[config.mk]
export PLATFORM = sky130hd
export DESIGN_NAME = instr_fetch_unit
export DESIGN_NICKNAME = d
export VERILOG_FILES = /design/src/rtl/fetch_pkg.sv /design/src/rtl/next_pc_calc.sv /design/src/rtl/instr_fetch_unit.sv
export SDC_FILE = /design/constraint.sdc
export NUM_CORES = 1
export LEC_CHECK = 0
export BUFFER_PORTS_ARGS = -buffer_cell sky130_fd_sc_hd__buf_4
export CAP_MARGIN = 10
export CORE_MARGIN = 2
export CORE_UTILIZATION = 30
export DETAILED_ROUTE_END_ITERATION = 10
export GPL_ROUTABILITY_DRIVEN = 0
export PLACE_DENSITY = 0.58
export RECOVER_POWER = 25
export SLEW_MARGIN = 20
export SYNTH_ARGS = -nofsm -noshare
export SYNTH_HDL_FRONTEND = slang
export SYNTH_HIERARCHICAL = 1
export SYNTH_SLANG_ARGS = --single-unit
export TNS_END_PERCENT = 50
[constraint.sdc]
create_clock -name i_clk -period 2.65 [get_ports i_clk]
set_input_delay 0.3975 -clock i_clk [delete_from_list [all_inputs] [get_ports i_clk]]
set_output_delay 0.3975 -clock i_clk [all_outputs]
set_load 0.005 [all_outputs]
[src/rtl/fetch_pkg.sv]
// Shared types and constants for the RV32 instruction fetch front end.
// Optional misaligned-fetch trap is enabled with FETCH_MISALIGN_TRAP_EN.
package fetch_pkg;

  typedef enum logic [2:0] {
    S_IDLE,
    S_REQ,
    S_RSP,
    S_HOLD,
    S_TRAP
  } state_e;

  localparam logic [1:0] PC_SRC_SEQ  = 2'b00;
  localparam logic [1:0] PC_SRC_BR   = 2'b01;
  localparam logic [1:0] PC_SRC_JALR = 2'b10;

  localparam int OPC_LSB = 0;
  localparam int OPC_MSB = 6;
  localparam int F3_LSB  = 12;
  localparam int F3_MSB  = 14;
  localparam int F7_B6   = 30;

endpackage

[src/rtl/next_pc_calc.sv]
// Next-PC selection: sequential, pc-relative branch/jal, or jalr target.
// Purely combinational; flags targets that are not word aligned.
module next_pc_calc
  import fetch_pkg::*;
#(
  parameter int XLEN = 32
) (
  input  logic [XLEN-1:0] i_pc,
  input  logic [1:0]      i_pc_src,
  input  logic [XLEN-1:0] i_imm,
  input  logic [XLEN-1:0] i_rs1,
  output logic [XLEN-1:0] o_next_pc,
  output logic            o_misaligned
);

  logic [XLEN-1:0] jalr_sum;

  assign jalr_sum = i_rs1 + i_imm;

  always_comb begin
    o_next_pc = i_pc + XLEN'(4);
    unique case (1'b1)
      (i_pc_src == PC_SRC_BR):
        o_next_pc = i_pc + i_imm;
      (i_pc_src == PC_SRC_JALR):
        o_next_pc = {jalr_sum[XLEN-1:1], 1'b0};
      default:
        o_next_pc = i_pc + XLEN'(4);
    endcase
  end

  assign o_misaligned = |o_next_pc[1:0];

endmodule

[src/rtl/instr_fetch_unit.sv]
// PC owner and single-outstanding instruction fetcher for the RV32 core.
// Define FETCH_MISALIGN_TRAP_EN to trap on misaligned targets (o_misaligned).
module instr_fetch_unit
  import fetch_pkg::*;
#(
  parameter logic [31:0] RESET_PC = 32'h0000_0000,
  parameter int          XLEN     = 32
) (
  input  logic            i_clk,
  input  logic            i_rst_n,
  output logic            o_req_valid,
  output logic [XLEN-1:0] o_req_addr,
  input  logic            i_req_ready,
  input  logic            i_rsp_valid,
  input  logic [31:0]     i_rsp_data,
  output logic            o_instr_valid,
  output logic [31:0]     o_instr,
  output logic [6:0]      o_opcode,
  output logic [2:0]      o_f3,
  output logic            o_f7_bit6,
  output logic [XLEN-1:0] o_pc,
  output logic [XLEN-1:0] o_pc_plus4,
  input  logic            i_instr_ack,
  input  logic [1:0]      i_pc_src,
  input  logic [XLEN-1:0] i_imm,
  input  logic [XLEN-1:0] i_rs1,
  output logic [31:0]     o_instret
`ifdef FETCH_MISALIGN_TRAP_EN
  ,
  output logic            o_misaligned
`endif
);

  state_e          state_q, state_d;
  logic [XLEN-1:0] pc_q, pc_d;
  logic [31:0]     instr_q, instr_d;
  logic [31:0]     instret_q, instret_d;
  logic            req_valid_q, req_valid_d;
  logic            instr_valid_q, instr_valid_d;
  logic            misaligned_q, misaligned_d;

  logic [XLEN-1:0] npc_raw;
  logic [XLEN-1:0] npc;
  logic            npc_mis;

  next_pc_calc #(.XLEN(XLEN)) u_next_pc (
    .i_pc        (pc_q),
    .i_pc_src    (i_pc_src),
    .i_imm       (i_imm),
    .i_rs1       (i_rs1),
    .o_next_pc   (npc_raw),
    .o_misaligned(npc_mis)
  );

`ifdef FETCH_MISALIGN_TRAP_EN
  assign npc = npc_raw;
`else
  // Without the trap, low bits are forced clear so fetch stays word aligned.
  assign npc = {npc_raw[XLEN-1:2],
                npc_mis ? 2'b00 : npc_raw[1:0]};
`endif

  always_comb begin
    state_d       = state_q;
    pc_d          = pc_q;
    instr_d       = instr_q;
    instret_d     = instret_q;
    req_valid_d   = req_valid_q;
    instr_valid_d = instr_valid_q;
    misaligned_d  = misaligned_q;
    unique case (state_q)
      S_IDLE: begin
        state_d     = S_REQ;
        req_valid_d = 1'b1;
      end
      S_REQ: begin
        if (i_req_ready) begin
          state_d     = S_RSP;
          req_valid_d = 1'b0;
        end
      end
      S_RSP: begin
        if (i_rsp_valid) begin
          state_d       = S_HOLD;
          instr_d       = i_rsp_data;
          instr_valid_d = 1'b1;
        end
      end
      S_HOLD: begin
        if (i_instr_ack) begin
          pc_d          = npc;
          instret_d     = instret_q + 32'd1;
          instr_valid_d = 1'b0;
`ifdef FETCH_MISALIGN_TRAP_EN
          if (npc_mis) begin
            state_d      = S_TRAP;
            misaligned_d = 1'b1;
          end else begin
            state_d     = S_REQ;
            req_valid_d = 1'b1;
          end
`else
          state_d     = S_REQ;
          req_valid_d = 1'b1;
`endif
        end
      end
      S_TRAP: begin
        state_d = S_TRAP;
      end
      default: begin
        state_d = S_IDLE;
      end
    endcase
  end

  always_ff @(posedge i_clk or negedge i_rst_n) begin
    if (!i_rst_n) begin
      state_q       <= S_IDLE;
      pc_q          <= XLEN'(RESET_PC);
      instr_q       <= '0;
      instret_q     <= '0;
      req_valid_q   <= 1'b0;
      instr_valid_q <= 1'b0;
      misaligned_q  <= 1'b0;
    end else begin
      state_q       <= state_d;
      pc_q          <= pc_d;
      instr_q       <= instr_d;
      instret_q     <= instret_d;
      req_valid_q   <= req_valid_d;
      instr_valid_q <= instr_valid_d;
      misaligned_q  <= misaligned_d;
    end
  end

  assign o_req_valid   = req_valid_q;
  assign o_req_addr    = pc_q;
  assign o_instr_valid = instr_valid_q;
  assign o_instr       = instr_q;
  assign o_opcode      = instr_q[OPC_MSB:OPC_LSB];
  assign o_f3          = instr_q[F3_MSB:F3_LSB];
  assign o_f7_bit6     = instr_q[F7_B6];
  assign o_pc          = pc_q;
  assign o_pc_plus4    = pc_q + XLEN'(4);
  assign o_instret     = instret_q;

`ifdef FETCH_MISALIGN_TRAP_EN
  assign o_misaligned = misaligned_q;
`else
  logic unused_mis;
  assign unused_mis = misaligned_q;
`endif

endmodule

==> flow_metrics.env, run 1 <==
export IMPL_rows=65
export IMPL_grt_pass1_wl_um=55200
export IMPL_synthArstFlopShare=1.00
export IMPL_cp_data_required_time_ns=2.91
export IMPL_worstPathArrival_ns=3.05
export IMPL_met2WireLength_um=18000
export IMPL_grt_max_degree=42
export IMPL_synth_ff_type="dfrtp_1"
export IMPL_avgSynthCellArea_um2=8.29
export IMPL_outcome="complete, but fails checks"
export IMPL_syn_instance_count=1155
export IMPL_start_util=0.304
export IMPL_maxSlewViolCount=27
export IMPL_antenna_cells=0
export IMPL_die_h_um=183
export IMPL_vias_per_cell=5.16
export IMPL_hold_class="primary input to flip-flop"
export IMPL_antenna_found_initial=0
export IMPL_setup_viol=5
export IMPL_cts_root_buf="clkbuf_16"
export IMPL_boundaryPins=276
export IMPL_cts_sinks=101
export IMPL_clkPwrFrac=0.112
export IMPL_portBuffers=275
export IMPL_hold_violations=0
export IMPL_p_leak_uw=0.00668
export IMPL_nNetsFinal=1750
export IMPL_worst_setup_path_type="flip-flop to flip-flop"
export IMPL_placedCellCount=1950
export IMPL_dp_worst_setup_slack_ns=-0.502
export IMPL_area_delta_synth_final_pct=47.7
export IMPL_met1_length_um=15700
export IMPL_wirelength_um=36600
export IMPL_seq_area_frac_synth=0.264
export IMPL_rsz0062_at_grt="true"
export IMPL_fin_crit_sh=1.05
export IMPL_top_layer="met4"
export IMPL_cts_buffers=9
export IMPL_maxSlewHeadroom=-0.0281
export IMPL_grt_total_usage=0.212
export IMPL_worst_pin_slew_ns=1.54
export IMPL_r2r_start="o_pc[8]$_DFFE_PN0P_"
export IMPL_vias=10200
export IMPL_worstSetupStartpointType="flip-flop"
export IMPL_ir_worst_vdd_mv=0.377
export IMPL_yosysWarnings=6
export IMPL_crit_path_end_kind="flip-flop"
export IMPL_layout_drive_gt1_share=0.407
export IMPL_drt_pass1_iterations=5
export IMPL_grt_ovfl_total=0
export IMPL_drc_errors=0
export IMPL_maxCapViolations=1
export IMPL_totalPowerFinal_uw=11800
export IMPL_fmax_mhz=358
export IMPL_cp_cell_sequence="buf_6, and4_4, nand2_2, or4b_4, nor3_4, nor3b_4, xor2_2, a21oi_1, or4b_4, nand2_1, nand2_1"
export IMPL_switching_share=0.419
export IMPL_dieArea_mm2=0.0333
export IMPL_startpoint="o_pc[8]$_DFFE_PN0P_"
export IMPL_clk_pin_slew_worst_paths_ns=0.07
export IMPL_power_frac_seq=0.216
export IMPL_p_per_area_mw_per_mm2=837
export IMPL_fin_util=0.449
export IMPL_synth_nets=1326
export IMPL_power_internal_uw=6870
export IMPL_met3_length_um=1800
export IMPL_clockBufferDepth=2
export IMPL_synth_enable_flop_cells=0
export IMPL_drtAntennaViolNets=0
export IMPL_ys_seq_elements=101
export IMPL_worstPathMaxFanout=3
export IMPL_core_area_mm2=0.0315
export IMPL_grt_pass1_vias=9997
export IMPL_failed_checks="capacitance limit, slew limit, setup timing"
export IMPL_min_from="i_rsp_data[14]"
export IMPL_cts_tree="built"
export IMPL_fin_cells=1986
export IMPL_yosysUniqueCellTypes=78
export IMPL_period_minus_slack_ns=2.79
export IMPL_drt_iter0_drc=585
export IMPL_cp_slowest_cell="or4b_4"
export IMPL_die_w_um=183
export IMPL_htree_levels=3
export IMPL_power_switching_uw=4950
export IMPL_comb_power_share=0.672
export IMPL_slowest_delay_ns=0.58
export IMPL_drt_wirelength_per_cell_um=18.4
export IMPL_clk_latency_ns=0.36
export IMPL_syn_area_mm2=0.00957
export IMPL_finClkSkew_ns=0.00533
export IMPL_fin_ws_ns=-0.144
export IMPL_dp_hpwl_um=28800
[state kept, by name (all words and copies together), names as in the netlist]
register,count
o_instr,32
o_instr_valid,1
o_instret,32
o_pc,32
o_req_valid,1
state_q,3
[critical path: cells and delay by family (launching register included)]
family                    cells  cell delay (ns)
AOI/OAI and AO/OA             1             0.13
xor gates and xnor gates      1             0.12
buffers and inverters         1             0.12
DFF                           1             0.43
and+or+nand+nor               8             1.89
[power by group through the flow]
stage	logic (uW)	clock network, uW	registers (uW)
floorplan	3480	0	2780
global placement	7260	0	2540
detailed placement	7330	0	2550
CTS	7590	1360	2550
global route	8590	1420	2640
finish	7950	1320	2560
[cell type report]
| class | count | area [um2] |
|---|---|---|
| inverters | 36 | 140 |
| fillers | 3127 | 17300 |
| clock buffers | 12 | 246 |
| clock inverters | 4 | 33.8 |
| flip-flops and latches | 101 | 2530 |
| multi-input cells | 932 | 6860 |
| repair buffers | 499 | 3810 |
| well taps | 402 | 503 |
[stage by stage]
| stage | hold slack (ns) | TNS, ns | instance area [um2] |
|---|---|---|---|
| after floorplan | 0.102 | -0.0905 | 9590 |
| after global placement | 0.347 | -5.75 | 13200 |
| after detailed placement | 0.352 | -6.75 | 13200 |
| after CTS | 0.248 | -0.536 | 13700 |
| after global routing | 0.250 | -7.99 | 14100 |
| final | 0.265 | -0.226 | 14100 |
[cells by family after synthesis]
group / share of synthesized area
flip-flops: 0.264
buffers and inverters: 0.0702
AO/OA/AOI/OAI: 0.175
multiplexers: 0.0442
adder cells (fa/ha/maj): 0.0905
AND/OR/NAND/NOR: 0.235
XOR/XNOR: 0.121
[routing by layer]
| metal | vias to the layer above | GRT usage |
|---|---|---|
| met5 | - | 0 |
| met4 | 0 | 0.0681 |
| met3 | 60 | 0.0315 |
| met2 | 321 | 0.368 |
| met1 | 4892 | 0.269 |
| li1 | 4969 | - |
[cell usage in the layout (no fill, tap or decap), types with 5 or more instances in the layout]
master	Yosys	routed
a21oi_1	66	58
o21ai_0	43	35
and2_1	5	5
ha_4	0	7
and3_1	20	19
xor2_1	36	35
nand2b_1	13	12
xnor2_1	96	93
a21o_1	31	31
a21oi_2	1	7
a211oi_1	12	8
nand3_1	54	54
o21ai_2	0	5
o21ai_1	2	5
a31oi_1	7	5
nor2b_1	6	5
a22oi_1	6	6
o221ai_1	7	7
nand2_1	179	177
or3_1	5	5
nor2_1	59	57
o21a_1	5	5
o211ai_1	8	8
buf_6	3	8
nor3_1	20	18
clkbuf_16	0	9
mux2_2	34	33
ha_1	66	55
inv_1	36	33
a221oi_2	2	7
a221oi_1	11	6
dfrtp_1	101	97
o21bai_1	12	12
nand4_1	41	41
buf_4	47	482
[worst paths after layout]
| check | endpoint | slack, ns | cells after the start |
|---|---|---|---|
| setup / recovery | o_pc[31]$_DFFE_PN0P_ | -0.14 | 11 |
| hold / removal | o_instr[14]$_DFFE_PN0P_ | 0.26 | 2 |
| setup reg to reg | o_pc[31]$_DFFE_PN0P_ | -0.14 | 11 |
| hold reg to reg | o_instret[31]$_DFFE_PN0P_ | 0.49 | 1 |
| max in group asynchronous | o_instr[10]$_DFFE_PN0P_ | 0.28 | 3 |
| min in group asynchronous | o_instret[17]$_DFFE_PN0P_ | 0.95 | 2 |
[Yosys cell counts (all sizes together) (5+ instances only)]
cell | instances | share of area
nand2 | 179 | 0.070
dfrtp | 101 | 0.26
xnor2 | 96 | 0.088
a21oi | 67 | 0.035
ha | 66 | 0.086
buf | 63 | 0.047
nor2 | 59 | 0.023
nand3 | 54 | 0.028
o21ai | 45 | 0.024
nand4 | 43 | 0.029
inv | 36 | 0.014
xor2 | 36 | 0.033
mux2 | 34 | 0.040
a21o | 31 | 0.024
and3 | 23 | 0.016
clkbuf | 23 | 0.0090
nor3 | 21 | 0.012
a221oi | 13 | 0.013
nand2b | 13 | 0.0085
a211oi | 12 | 0.0094
o21bai | 12 | 0.0094
nor4 | 9 | 0.011
o211ai | 8 | 0.0063
a31oi | 7 | 0.0046
o221ai | 7 | 0.0064
a22oi | 6 | 0.0047
and4 | 6 | 0.0058
nor2b | 6 | 0.0039
nor3b | 6 | 0.0058
and2 | 5 | 0.0033
o21a | 5 | 0.0039
or3 | 5 | 0.0033
[timing repair]
| item | 4_1_cts | 5_1_grt |
|---|---|---|
| resized for setup | 33 | 76 |
| pin swaps | 16 | 26 |
| hold endpoints to repair | 23 | 0 |
| setup buffers | 11 | 8 |
| endpoints found under the setup margin | 17 | 42 |
| gates cloned | 1 | 0 |
| hold buffers | 1 | 0 |
(Power assumes the default switching activity.)
==> inputs of run 2 (changes only) <==
--- a/config.mk
+++ b/config.mk
@@ -5,13 +5,13 @@
 export SDC_FILE = /design/constraint.sdc
 export NUM_CORES = 1
 export LEC_CHECK = 0
-export BUFFER_PORTS_ARGS = -buffer_cell sky130_fd_sc_hd__buf_4
 export CAP_MARGIN = 10
 export CORE_MARGIN = 2
 export CORE_UTILIZATION = 30
 export DETAILED_ROUTE_END_ITERATION = 10
+export DONT_BUFFER_PORTS = 1
 export GPL_ROUTABILITY_DRIVEN = 0
-export PLACE_DENSITY = 0.58
+export PLACE_DENSITY = 0.5
 export RECOVER_POWER = 25
 export SLEW_MARGIN = 20
 export SYNTH_ARGS = -nofsm -noshare
==> run 2 against run 1 <==
Effect of this change:
- the run ends with hold timing, setup timing left
- die area unchanged
- first-iteration DRC count down 14%
- sequential share of layout area up 3.6 points
- clock power increased by 5%
- maximum frequency increased by 4.1%
- critical path depth decreased by 5
- via count shrank 12%
- largest power group unchanged
==> flow_metrics.env, run 2 (synthesized netlist as in run 1, its figures left out) <==
export IMPL_r2r_cells=11
export IMPL_cp_cell_sequence="buf_4, ha_2, nand2_1, nor3_1, and3_1, xor2_1"
export IMPL_drc_errors=0
export IMPL_failed_checks="hold timing, setup timing"
export IMPL_setup_tns_ns=-0.0725
export IMPL_fmax_mhz=373
export IMPL_fin_cells=1671
export IMPL_crit_family="simple AND/OR/NAND/NOR gates"
export IMPL_drtAntennaViolNets=0
export IMPL_drt_iter0_drc=502
export IMPL_crit_end="o_pc_plus4[16]"
export IMPL_r2r_start="o_pc[8]$_DFFE_PN0P_"
export IMPL_hold_violations=101
export IMPL_p_leak_uw=0.00513
export IMPL_worstSetupStartpointType="flip-flop"
export IMPL_layout_commonest_cell="nand2_1"
export IMPL_worst_pin_slew_ns=0.758
export IMPL_dieArea_mm2=0.0333
export IMPL_rows=65
export IMPL_reg2reg_to="o_pc[31]$_DFFE_PN0P_"
export IMPL_clockBufferDepth=2
export IMPL_area_delta_synth_final_pct=23.1
export IMPL_core_area_mm2=0.0315
export IMPL_grt_total_usage=0.191
export IMPL_die_w_um=183
export IMPL_startpoint="o_pc[2]$_DFFE_PN0P_"
export IMPL_worstPathMaxFanout=10
export IMPL_fin_crit_sh=1.01
export IMPL_maxSlewViolCount=0
export IMPL_start_util=0.304
export IMPL_regToRegSetupSlack_ns=-0.03
export IMPL_cp_data_required_time_ns=2.25
export IMPL_grt_pass1_wl_um=49800
export IMPL_finClkSkew_ns=0.0106
export IMPL_p_per_area_mw_per_mm2=859
export IMPL_drt_wirelength_per_cell_um=19.6
export IMPL_setup_viol=3
export IMPL_worstPathArrival_ns=2.29
export IMPL_worst_setup_path_type="flip-flop to primary output"
export IMPL_cp_slowest_cell="dfrtp_1"
export IMPL_path_depth=6
export IMPL_slowest_delay_ns=0.41
export IMPL_placedCellCount=1650
export IMPL_ir_worst_vdd_mv=0.348
export IMPL_die_h_um=183
export IMPL_htree_levels=3
export IMPL_crit_path_end_kind="primary output"
export IMPL_fin_ws_ns=-0.0336
export IMPL_cts_sinks=101
export IMPL_totalPowerFinal_uw=10100
export IMPL_antenna_found_initial=0
export IMPL_boundaryPins=276
export IMPL_period_minus_slack_ns=2.68
export IMPL_nNetsFinal=1435
export IMPL_layout_drive_gt1_share=0.266
export IMPL_vias_per_cell=5.38
export IMPL_antenna_cells=0
export IMPL_whs_ns=-0.272
export IMPL_path_buf_inv=1
export IMPL_cts_buffers=9
export IMPL_vias=8990
export IMPL_clk_latency_ns=0.36
export IMPL_outcome="complete, but fails checks"
export IMPL_clk_pin_slew_worst_paths_ns=0.08
export IMPL_rsz0062_at_grt="true"
export IMPL_dp_worst_setup_slack_ns=-0.399
export IMPL_grt_ovfl_total=0
export IMPL_wirelength_um=32800
export IMPL_grt_pass1_vias=8674
export IMPL_maxCapViolations=0
export IMPL_portBuffers=0
export IMPL_grt_max_degree=102
export IMPL_cts_tree="built"
export IMPL_final_cell_mix="178 x nand2_1, 175 x buf_4, 96 x dfrtp_1"
export IMPL_cts_root_buf="clkbuf_16"
export IMPL_maxSlewHeadroom=0.491
export IMPL_drt_pass1_iterations=6
export IMPL_hold_class="primary input to asynchronous set/reset pin"
export IMPL_dp_hpwl_um=25500
## run 2: changes by cell type in the layout (fill, tap and decap cells not counted), sizes merged
cell | previous run | this run
clkbuf | 16 | 10
clkinv | 3 | 1
buf | 494 | 184
inv | 36 | 40
dlygate4sd3 | 1 | 0
## run 2: worst min-delay path by stage
stage                     cells after the start                endpoint  slack, ns    start
final                                         0  o_instr[2]$_DFFE_PN0P_      -0.27  i_rst_n
after global routing                          0  o_instr[2]$_DFFE_PN0P_      -0.30  i_rst_n
after CTS                                     0  o_instr[2]$_DFFE_PN0P_      -0.30  i_rst_n
after detailed placement                      0  o_instr[2]$_DFFE_PN0P_       0.10  i_rst_n
after global placement                        0  o_instr[2]$_DFFE_PN0P_       0.10  i_rst_n
after floorplan                               0  o_instr[0]$_DFFE_PN0P_       0.10  i_rst_n
## run 2: layer usage
metal,global-route usage,share of wire
met5,0,0
met4,0.0616,0.025
met2,0.321,0.48
met1,0.249,0.44
met3,0.0355,0.050
## run 2: worst reg2reg max path, cell delays in order (launching register included)
cell     delay (ns)
dfrtp_2        0.43
buf_6          0.11
and4_4         0.24
nand2_4        0.06
or4b_4         0.53
nor3_4         0.15
nor3b_4        0.26
xor2_2         0.12
a21oi_2        0.12
or4b_1         0.43
nand2_1        0.08
nand2_1        0.05
## run 2: report_power, final
part           internal, uW  switching [uW]  total [uW]
clock                   693             688        1380
sequential             2060             593        2650
combinational          2850            3240        6090
## run 2: repair_timing
| item | in CTS | in global routing |
|---|---|---|
| cloned | 0 | 0 |
| gates resized for setup | 33 | 71 |
| pin swaps | 24 | 30 |
| setup endpoints to repair | 23 | 36 |
| endpoints found under the hold margin | 101 | 101 |
| setup buffers | 2 | 5 |
## run 2: cell type report
cell class / count / area (um2)
tap: 402 / 503
sequential: 101 / 2530
timing repair buffer: 184 / 1420
fill: 3218 / 19700
clock inverter: 6 / 63.8
multi-input combinational: 932 / 6880
inverter: 36 / 135
clock buffer: 10 / 239
## run 2: stage by stage
step           area, um2  utilization
6_report           11800        0.374
5_1_grt            11800        0.374
4_1_cts            11400        0.362
3_5_place_dp       10900        0.347
3_3_place_gp       10900        0.347
2_1_floorplan       9590            -
